## src/rtl/sprite_line_fetcher.sv

```systemverilog
// Scanline sprite row fetcher: during hblank, reads each visible sprite's next-line row
// from a shared ROM into a shadow buffer, then commits it to the renderers at end of line.
module sprite_line_fetcher #(
    parameter int NUM_SPRITES  = 4,
    parameter int SPRITE_SIZE  = 16,
    parameter int ROM_LATENCY  = 1,
    parameter int HBLANK_START = 640,
    parameter int H_TOTAL      = 800,
    parameter int V_TOTAL      = 525,
    localparam int SW = (NUM_SPRITES > 1) ? $clog2(NUM_SPRITES) : 1
) (
    input  logic                              clk,
    input  logic                              reset_n,
    input  logic [9:0]                        hpos,
    input  logic [9:0]                        vpos,
    input  logic [10*NUM_SPRITES-1:0]         sprite_y,
    input  logic [NUM_SPRITES-1:0]            sprite_frame,
    output logic                              rom_req,
    output logic [SW-1:0]                     rom_sprite,
    output logic                              rom_frame,
    output logic [3:0]                        rom_row,
    input  logic [SPRITE_SIZE-1:0]            rom_data,
    output logic [SPRITE_SIZE*NUM_SPRITES-1:0] row_bits,
    output logic [NUM_SPRITES-1:0]            row_valid,
    output logic                              busy,
    output logic                              overrun
);

    localparam int CW = (ROM_LATENCY > 1) ? $clog2(ROM_LATENCY + 1) : 1;

    localparam logic [2:0] IDLE  = 3'd0;
    localparam logic [2:0] CHECK = 3'd1;
    localparam logic [2:0] REQ   = 3'd2;
    localparam logic [2:0] WAIT  = 3'd3;
    localparam logic [2:0] DONE  = 3'd4;

    logic [2:0]             state;
    logic [SW-1:0]          idx;
    logic [9:0]             next_line;
    logic [CW-1:0]          cnt;
    logic [SPRITE_SIZE-1:0] shadow_bits [NUM_SPRITES];
    logic [NUM_SPRITES-1:0] shadow_valid;

    logic [9:0]             sel_y;
    logic [9:0]             dy;
    logic                   sel_frame;
    logic                   hit;
    logic                   last;
    logic                   commit;
    logic                   trigger;
    logic [NUM_SPRITES-1:0] cut_mask;

    always_comb begin
        sel_y     = '0;
        sel_frame = 1'b0;
        cut_mask  = '0;
        for (int i = 0; i < NUM_SPRITES; i++) begin
            if (SW'(i) == idx) begin
                sel_y     = sprite_y[i*10 +: 10];
                sel_frame = sprite_frame[i];
            end
            // an unfinished sequence invalidates the current sprite and everything after it
            cut_mask[i] = busy && (SW'(i) >= idx);
        end
    end

    // modulo-1024 distance: sprites above the line wrap to large values and miss
    assign dy      = next_line - sel_y;
    assign hit     = dy < 10'(SPRITE_SIZE);
    assign last    = idx == SW'(NUM_SPRITES - 1);
    assign commit  = hpos == 10'(H_TOTAL - 1);
    assign trigger = (state == IDLE) && (hpos == 10'(HBLANK_START));
    assign busy    = (state == CHECK) || (state == REQ) || (state == WAIT);

    always_ff @(posedge clk or negedge reset_n) begin
        if (!reset_n) begin
            state        <= IDLE;
            idx          <= '0;
            next_line    <= '0;
            cnt          <= '0;
            shadow_valid <= '0;
            for (int i = 0; i < NUM_SPRITES; i++) shadow_bits[i] <= '0;
            rom_req      <= 1'b0;
            rom_sprite   <= '0;
            rom_frame    <= 1'b0;
            rom_row      <= '0;
            row_bits     <= '0;
            row_valid    <= '0;
            overrun      <= 1'b0;
        end else begin
            rom_req <= 1'b0;
            overrun <= 1'b0;
            if (commit) begin
                for (int i = 0; i < NUM_SPRITES; i++) begin
                    row_bits[i*SPRITE_SIZE +: SPRITE_SIZE] <= shadow_bits[i];
                    row_valid[i] <= shadow_valid[i] & ~cut_mask[i];
                end
                overrun <= busy;
                state   <= IDLE;
            end else begin
                case (state)
                    IDLE: if (trigger) begin
                        next_line    <= (vpos == 10'(V_TOTAL - 1)) ? 10'd0 : vpos + 10'd1;
                        shadow_valid <= '0;
                        idx          <= '0;
                        state        <= CHECK;
                    end
                    CHECK: if (hit) begin
                        rom_req    <= 1'b1;
                        rom_sprite <= idx;
                        rom_row    <= dy[3:0];
                        rom_frame  <= sel_frame;
                        state      <= REQ;
                    end else begin
                        for (int i = 0; i < NUM_SPRITES; i++)
                            if (SW'(i) == idx) shadow_valid[i] <= 1'b0;
                        if (last) state <= DONE;
                        else      idx   <= idx + SW'(1);
                    end
                    REQ: begin
                        cnt   <= CW'(ROM_LATENCY);
                        state <= WAIT;
                    end
                    WAIT: if (cnt == CW'(1)) begin
                        for (int i = 0; i < NUM_SPRITES; i++) begin
                            if (SW'(i) == idx) begin
                                shadow_bits[i]  <= rom_data;
                                shadow_valid[i] <= 1'b1;
                            end
                        end
                        if (last) begin
                            state <= DONE;
                        end else begin
                            idx   <= idx + SW'(1);
                            state <= CHECK;
                        end
                    end else begin
                        cnt <= cnt - CW'(1);
                    end
                    default: ;
                endcase
            end
        end
    end

endmodule

```

## config.mk

```make
export PLATFORM = sky130hd
export DESIGN_NAME = sprite_line_fetcher
export DESIGN_NICKNAME = d
export VERILOG_FILES = /design/src/rtl/sprite_line_fetcher.sv
export SDC_FILE = /design/constraint.sdc
export NUM_CORES = 1
export LEC_CHECK = 0
export BUFFER_PORTS_ARGS = -buffer_cell sky130_fd_sc_hd__buf_2
export CORE_MARGIN = 10
export CORE_UTILIZATION = 54
export DETAILED_ROUTE_END_ITERATION = 12
export MAX_ROUTING_LAYER = met4
export PLACE_DENSITY = 0.77
export RECOVER_POWER = 50
export REMOVE_ABC_BUFFERS = 1
export SLEW_MARGIN = 20
export SYNTH_ARGS = -nofsm -noshare
export SYNTH_HDL_FRONTEND = slang
export SYNTH_SLANG_ARGS = --single-unit
```

## constraint.sdc

```tcl
create_clock -name clk -period 5.1 [get_ports clk]
set_input_delay 1.02 -clock clk [delete_from_list [all_inputs] [get_ports clk]]
set_output_delay 1.02 -clock clk [all_outputs]
set_load 0.01 [all_outputs]
```

== After elaboration in Yosys (flattened, before gate mapping) ==
Index checks and enable logic that the tools add are counted.

* Bits in registers: 161
* Input bits: 82
* Output and inout bits: 78
* Word-level logic and storage cells: 125

* $add $sub $neg: 4
* $lt $le $gt $ge: 5
* Eq/ne operators: 24
* Mux-type cells: 39
* Bitwise logic cells: 9
* Reductions and logical operators: 25

{| class="wikitable"
|+ Operator list
! cell !! count
|-
| 10-bit two-way mux || 5
|-
| 10-bit == test (second input constant) || 3
|-
| 7-bit AND reduction || 4
|-
| 4-bit AND reduction || 5
|-
| 3-bit two-way mux || 6
|-
| 2-bit != test (second input constant) || 9
|-
| 1-bit two-way mux || 17
|-
| 4-bit two-way mux || 3
|-
| 3-bit one-hot mux with 4 select lines || 1
|-
| 4-bit one-hot mux with 3 select lines || 1
|-
| 10-bit by 1-bit adder with 10-bit output (second input constant) || 1
|-
| 10-bit by 5-bit less-than comparator with 1-bit output (second input constant) || 1
|-
| 10-bit subtractor || 1
|-
| 2-bit two-way mux || 4
|-
| 3-bit by 2-bit == test with 1-bit output (second input constant) || 2
|-
| 3-bit != test (second input constant) || 2
|-
| 2-bit one-hot mux with 3 select lines || 1
|-
| 3-bit AND reduction || 2
|-
| 1-bit logical AND || 5
|-
| 1-bit NOT || 5
|-
| 5-bit AND reduction || 1
|-
| 5-bit nonzero test || 1
|-
| 1-bit bitwise AND || 4
|-
| 2-bit == test (first input constant) || 2
|-
| 16 further kinds || 20
|}

== Longest topological paths before layout ==
Gate-level depths: netlist (run 1).

* Word-level depth: 10
* Gate-level depth with buffers: 17
* Gate-level depth less buffers: 16

== Least setup slack after synthesis (run 1) ==
OpenSTA, ideal clock, no wires.

* Path type: reg2reg
* Start point: register idx[0]
* End point: register rom_frame
* Setup time: 125 ps
* Arrival time: 3980 ps
* Required time: 4975 ps
* Slack: 995 ps
* Cell stages (with the launch flop): 18
* Path buffers: 1
* Path through: dfrtp_1 -> clkbuf_1 -> inv_1 -> ha_1 -> inv_1 -> nor2_1 -> a221o_1 -> o21ai_0 -> o21ai_0 -> ha_1 -> fa_1 -> and2b_1 -> o22a_1 -> a311oi_1 -> xor2_1 -> o2111ai_2 -> nor4_4 -> mux2_2

* Cells in the longest elaborated chain, start to end: 8

{| class="wikitable"
|+ RTL lines
! element !! line !! RTL
|-
| start, declared || 38 || <nowiki>logic [SW-1:0] idx;</nowiki>
|-
| start signal, assigned || 118 || <nowiki>else idx <= idx + SW'(1);</nowiki>
|-
| start signal, assigned || 134 || <nowiki>idx <= idx + SW'(1);</nowiki>
|-
| 2-bit zero test || 58 || <nowiki>if (SW'(i) == idx) begin</nowiki>
|-
| 10-bit two-way mux (4 in series) || 58 ||
|-
| 10-bit subtractor || 68 || <nowiki>assign dy = next_line - sel_y;</nowiki>
|-
| 10-bit by 5-bit less-than comparator with 1-bit output || 69 || <nowiki>assign hit = dy < 10'(SPRITE_SIZE);</nowiki>
|-
| 3-bit AND reduction (no line) || - ||
|-
| end signal, assigned || 112 || <nowiki>rom_frame <= sel_frame;</nowiki>
|-
| end, declared || 20 || <nowiki>output logic rom_frame,</nowiki>
|}

Parallel ways exist; a longest one is shown, timed or not.
A chain may end at the register's enable or synchronous reset.

== Worst setup path after layout (run 1) ==
* Start point: register idx[1]
* End point: register rom_row[2]

* Cells in the longest elaborated chain, start to end: 8

{| class="wikitable"
|+ RTL lines
! element !! line !! RTL
|-
| 2-bit zero test || 58 ||
|-
| 10-bit two-way mux (3 in series) || 58 ||
|-
| 10-bit two-way mux (*) || 58 ||
|-
| 10-bit subtractor (*) || 68 ||
|-
| 10-bit by 5-bit less-than comparator with 1-bit output || 69 ||
|-
| 3-bit AND reduction (no line) || - ||
|-
| end signal, assigned || 111 || <nowiki>rom_row <= dy[3:0];</nowiki>
|-
| end, declared || 21 || <nowiki>output logic [3:0] rom_row,</nowiki>
|}

Mark *: on every way between the ends. The rest lies on a longest branch, timed or not.

==> results.toml, run 1 <==
[synthesis]
synth_cells = 695
syn-cell-area_um2 = 7200
ys_types = 51
ys.flop_type = "dfrtp_1"
synth-edff-count = 0
async_reset_ff_frac = 1.00
synth_seq_cells = 161
ys_warn_count = 0
ys_seq_area_frac = 0.559
synth_area_per_cell_um2 = 10.4

[place]
gp_congestion = 0.897
portBuffers = 159
dp_hpwl_um = 13500
dp.cells = 1009
pre_cts_slack_ns = 0.526
place_area_um2 = 8180

[setup_path]
worstPathArrival_ns = 4.95
end_kind = "flip-flop"
max_stage_delay_ns = 0.57
crit_path_start_kind = "flip-flop"
critPathKind = "flip-flop to flip-flop"
worstPathMaxFanout = 16
crit_buf_inv = 3
path_cells = "inv_1, ha_1, buf_4, nor2_1, buf_4, a221o_1, o21ai_0, o21ai_0, ha_1, fa_1, and2b_1, o22a_1, xor2_1, a211oi_2, o2111ai_2, nor4_4, mux2_2"
cp_top_family = "compound AO/OA/AOI/OAI gates"
cp.required_ns = 5.41
cpMaxStageDelayCell = "nor4_4"

[run]
maxCapViolCount = 1

[sta]
rsz0062_at_grt = "false"
timing_hold_violations_final = 0
finalSetupViolations = 0
fmax_mhz = 215
skew_ns = 0.0160
setup_slack_ns = 0.453
slew_viol_final = 79
fin_crit_sh = 0.911
worst_slew_pin_slew_ns = 3.50
post-route-min-period_ns = 4.65
max-slew-margin-rel = -1.33

[cts]
clk_path_buf_depth = 2
clk_latency_ns = 0.43
clock-root-buffer = "clkbuf_16"
cts_hold_buf = 0
clk_pin_slew_ns = 0.06
post_cts_buffers = 0
h-tree-depth = 4
numCtsBuffers = 17
clock_sinks = 161
tritoncts = "yes"
cts-resized-gates = 0

[detailed_routing]
drtAntennaViolNets = 0
wl_met1_um = 7780
routed_wl_um = 18900
wl_met3_um = 1260
num_vias = 5768
drtIter0Drc = 366
first_pass_iters = 5
wl_per_cell_um = 18.2
drc = 0
met2WireLength_um = 9480
via_per_inst = 5.54
routed.top_layer = "met4"

[power]
p_int_w = 0.00218
peakVddDrop_mv = 0.257
netSwitchingFraction = 0.211
pwr-share-clk = 0.497
power_switching_w = 0.000583
p_seq_frac = 0.463
p_comb_frac = 0.041
fin_total_pwr_w = 0.00277
p_leak_nw = 4.76
power.density_nw_per_um2 = 315

[floorplan]
die_area_um2 = 18400
die_x_um = 135
start_util = 0.548
ios = 160
die_y_um = 135
core_um2 = 13100
rows = 42

[grt]
antenna_found_initial = 1
grt_max_degree = 79
grt_usage = 0.214
grt-ovfl-total = 0
grt_first_pass_wirelength_um = 30100
grt_pass1_vias = 6001

[cells_and_area]
nets = 950
final_cells = 1042
mostFrequentLayoutCells = "221 x nand2_1, 161 x dfrtp_1, 120 x buf_2"
fin_area_um2 = 8770
area_delta_synth_final_pct = 21.7
layout_commonest_cell = "nand2_1"
drive_above_1_share = 0.272
nFillCells = 1025

[outcome]
status = "complete, but fails checks"
violations = "max-capacitance violations, max-slew violations"

[hold_path]
holdCritPathClass = "flip-flop to flip-flop"
area by class of cell:
class	instances	area, µm²	area share
Tap cell	176	220	0.0251
Clock inverter	12	175	0.0200
Sequential cell	161	4030	0.459
Antenna cell	1	2.50	0.000285
Clock buffer	20	467	0.0532
Multi-Input combinational cell	486	3000	0.342
Timing Repair Buffer	167	808	0.0922
Inverter	19	71.3	0.00813
sequential cells by signal (all words and copies together), names as in the netlist:
signal        cells
rom_frame         1
shadow_valid      4
row_bits         64
cnt               1
next_line        10
rom_sprite        2
row_valid         4
rom_req           1
shadow_bits      64
state             3
idx               2
overrun           1
rom_row           4
worst paths after layout:
kind	startpoint	cells after the start	end	slack, ns
setup / recovery	idx[1]$_DFFE_PN0P_	17	rom_row[2]$_DFFE_PN0P_	0.45
hold / removal	shadow_bits[1]$_DFFE_PN0P_	2	row_bits[49]$_DFFE_PN0P_	0.46
setup reg to reg	idx[1]$_DFFE_PN0P_	17	rom_row[2]$_DFFE_PN0P_	0.45
hold reg to reg	shadow_bits[1]$_DFFE_PN0P_	2	row_bits[49]$_DFFE_PN0P_	0.46
max in group asynchronous	reset_n	2	shadow_bits[51]$_DFFE_PN0P_	0.85
min in group asynchronous	reset_n	1	row_bits[32]$_DFFE_PN0P_	1.95
layer usage:
metal / GRT usage / vias to the layer above
li1: - / 2688
met1: 0.247 / 2835
met2: 0.350 / 213
met3: 0.0560 / 32
met4: 0.0819 / 0
met5: - / -
worst reg2reg max path: cells and delay by family (launching register included):
family                     cells  cell delay [ns]
adders and majority gates      3             0.82
xor gates and xnor gates       1             0.09
muxes                          1             0.40
DFF                            1             0.46
buffers and inverters          3             0.57
AOI/OAI and AO/OA              6             1.27
and+or+nand+nor                3             0.91
synthesized netlist by cell type (2+ instances only):
cell         n  share of area
nand3_1     10         0.0069
nor4_1       4         0.0035
a211oi_1     3         0.0031
nor2b_1      2         0.0017
nand2_1    221           0.12
o211ai_1     5         0.0052
and3_1       5         0.0043
a21o_1       4         0.0042
ha_1        15          0.026
clkbuf_1    25          0.013
nand2b_1     2         0.0017
xor2_1      10          0.012
nor3_1       9         0.0063
mux2_2      69           0.11
o22a_1       2         0.0024
a21oi_1     16          0.011
a211o_1      2         0.0024
inv_1       19         0.0099
a2bb2oi_1    2         0.0024
nor2_1      18         0.0094
buf_2        4         0.0028
or3_1        2         0.0017
nand4_1      6         0.0052
xnor2_1      5         0.0061
or4_1        3         0.0031
o21a_1       2         0.0021
o2111a_1     2         0.0031
dfrtp_1    161           0.56
o21ai_0     36          0.025
mux2i_1      2         0.0028
a221o_1      9          0.013
logic make-up after synthesis:
kind of cell | share of synthesized area
simple gates | 0.170
flops | 0.559
compound gates | 0.0877
mux | 0.111
buf+inv | 0.0257
fa+ha+maj | 0.0288
xor+xnor | 0.0182
metrics by stage:
stage	hold WS [ns]	setup TNS [ns]	utilization
6_report	0.458	0	0.667
5_1_grt	0.482	0	0.667
4_1_cts	0.465	0	0.671
3_5_place_dp	0.451	0	0.622
3_3_place_gp	0.444	0	0.622
2_1_floorplan	0.440	-6.33	-
power by group through the flow:
stage	registers (W)	logic, W	clock network (W)
2_1_floorplan	0.00130	0.0000354	0
3_3_place_gp	0.00130	0.000110	0
3_5_place_dp	0.00130	0.000113	0
4_1_cts	0.00128	0.000114	0.00139
5_1_grt	0.00128	0.000127	0.00145
6_report	0.00128	0.000112	0.00137
Power figures use the tool's default switching activity.
==> inputs of run 2 (changes only) <==
clock period = 4.62 ns   (was 5.1 ns; I/O delays follow)
==> results.toml, run 2 (same netlist as run 1, synthesis figures left out) <==
[setup_path]
crit_path_start_kind = "flip-flop"
end_kind = "flip-flop"
critPathKind = "flip-flop to flip-flop"
path_cells = "inv_1, ha_2, inv_1, nor2_1, buf_4, a221o_1, o21ai_0, o21ai_0, ha_1, fa_1, and2b_1, o22a_1, xor2_1, a211oi_2, o2111ai_4, nor4_4, buf_4, mux2_2"
cp.required_ns = 4.93
max_stage_delay_ns = 0.43
crit_cells = 18
worstPathArrival_ns = 4.67
cpMaxStageDelayCell = "dfrtp_2"
rr_worst_depth = 18
worstPathMaxFanout = 10
cp_top_family = "compound AO/OA/AOI/OAI gates"
crit_buf_inv = 4

[cts]
clk_pin_slew_ns = 0.06
clk_path_buf_depth = 2
tritoncts = "yes"
clock-root-buffer = "clkbuf_16"
clk_latency_ns = 0.42
clock_sinks = 161
cts_hold_buf = 0
h-tree-depth = 4
numCtsBuffers = 17

[grt]
grt_usage = 0.214
grt_max_degree = 131
grt-ovfl-total = 0
grt_first_pass_wirelength_um = 30100
grt_pass1_vias = 6062
antenna_found_initial = 0

[cells_and_area]
top_regs = "row_bits x64, shadow_bits x64, next_line x10"
nFillCells = 1037
area_delta_synth_final_pct = 21.2
fin_util = 0.664
fin_area_um2 = 8730
mostFrequentLayoutCells = "221 x nand2_1, 159 x dfrtp_1, 120 x buf_2"
drive_above_1_share = 0.275
nets = 956
layout_commonest_cell = "nand2_1"
diodes = 0

[hold_path]
holdCritPathClass = "flip-flop to flip-flop"
hold_depth = 2

[sta]
rsz0062_at_grt = "false"
slew_viol_final = 131
fmax_mhz = 229
max-slew-margin-rel = -1.04
fin_setup_tns_ns = 0
timing_hold_violations_final = 0
fin_crit_sh = 0.944
post-route-min-period_ns = 4.36
finalSetupViolations = 0
worst_slew_pin_slew_ns = 3.06
setup_slack_ns = 0.261
skew_ns = 0.00469

[floorplan]
die_x_um = 135
rows = 42
die_y_um = 135
ios = 160
start_util = 0.548
core_um2 = 13100
die_area_um2 = 18400

[run]
maxCapViolCount = 1

[detailed_routing]
first_pass_iters = 5
wl_per_cell_um = 18.4
num_vias = 5898
drtAntennaViolNets = 0
drc = 0
via_per_inst = 5.64
routed_wl_um = 19200
drtIter0Drc = 346

[power]
peakVddDrop_mv = 0.248
p_leak_nw = 4.72
power.density_nw_per_um2 = 326
fin_total_pwr_w = 0.00284

[place]
pre_cts_slack_ns = 0.0360
portBuffers = 159
gp_congestion = 0.943
dp_hpwl_um = 13500
place_area_um2 = 8200

[outcome]
status = "complete, but fails checks"
violations = "max-capacitance violations, max-slew violations"
-- run 2: changes by cell type in the layout (fill, tap and decap cells not counted), sizes merged --
| cell | change |
|---|---|
| bufinv | -3 |
| diode | -1 |
| buf | +5 |
| clkinvlp | +3 |
| clkbuf | +8 |
| dlygate4sd2 | -1 |
| inv | -4 |
| clkinv | -4 |
-- run 2: path summary, 6_finish.rpt --
check	from	to	slack (ns)
max	idx[1]$_DFFE_PN0P_	rom_sprite[0]$_DFFE_PN0P_	0.26
min reg2reg	row_bits[7]$_DFFE_PN0P_	row_bits[7]$_DFFE_PN0P_	0.46
max reg2reg	idx[1]$_DFFE_PN0P_	rom_sprite[0]$_DFFE_PN0P_	0.26
min in group asynchronous	reset_n	row_bits[5]$_DFFE_PN0P_	1.48
max in group asynchronous	reset_n	row_bits[50]$_DFFE_PN0P_	1.07
min	row_bits[7]$_DFFE_PN0P_	row_bits[7]$_DFFE_PN0P_	0.46
-- run 2: report_power, final --
group	switching (W)	total (W)	leakage, nW	internal (W)
clock	0.000526	0.00130	0.253	0.000778
combinational	0.0000779	0.000126	2.25	0.0000480
sequential	0.00000143	0.00141	2.22	0.00141
-- run 2: area by class of cell --
class | instances | area, µm² | area share
flip-flops and latches | 161 | 4030 | 0.462
multi-input cells | 486 | 3020 | 0.346
repair buffers | 173 | 847 | 0.0970
clock buffers | 26 | 489 | 0.0560
well taps | 176 | 220 | 0.0252
inverters | 19 | 71.3 | 0.00817
clock inverters | 4 | 52.6 | 0.00602
-- run 2: per-layer routing --
metal / up-vias / GRT usage / part of all wire / wire (µm)
met1: 2935 / 0.231 / 0.40 / 7600
met4: 0 / 0.103 / 0.024 / 465
met5: - / - / 0 / 0
li1: 2686 / - / - / -
met2: 239 / 0.358 / 0.51 / 9770
met3: 38 / 0.0568 / 0.070 / 1340
-- run 2: worst min-delay path: stages, from the launching register on --
cell	delay (ns)
dfrtp_1	0.34
nand2_1	0.05
nand2_1	0.04
-- run 2: metrics by stage --
stage	instances	hold WS [ns]
after floorplan	666	0.440
after global placement	1012	0.444
after detailed placement	1012	0.451
after CTS	1044	0.464
after global routing	1045	0.485
final	1045	0.461
-- run 2: what timing repair did --
action / 4_1_cts / 5_1_grt
buffers inserted: 2 / 1
resized for setup: 0 / 6
gates cloned: 0 / 0
setup endpoints to repair: 5 / 11
pin swaps: 1 / 1
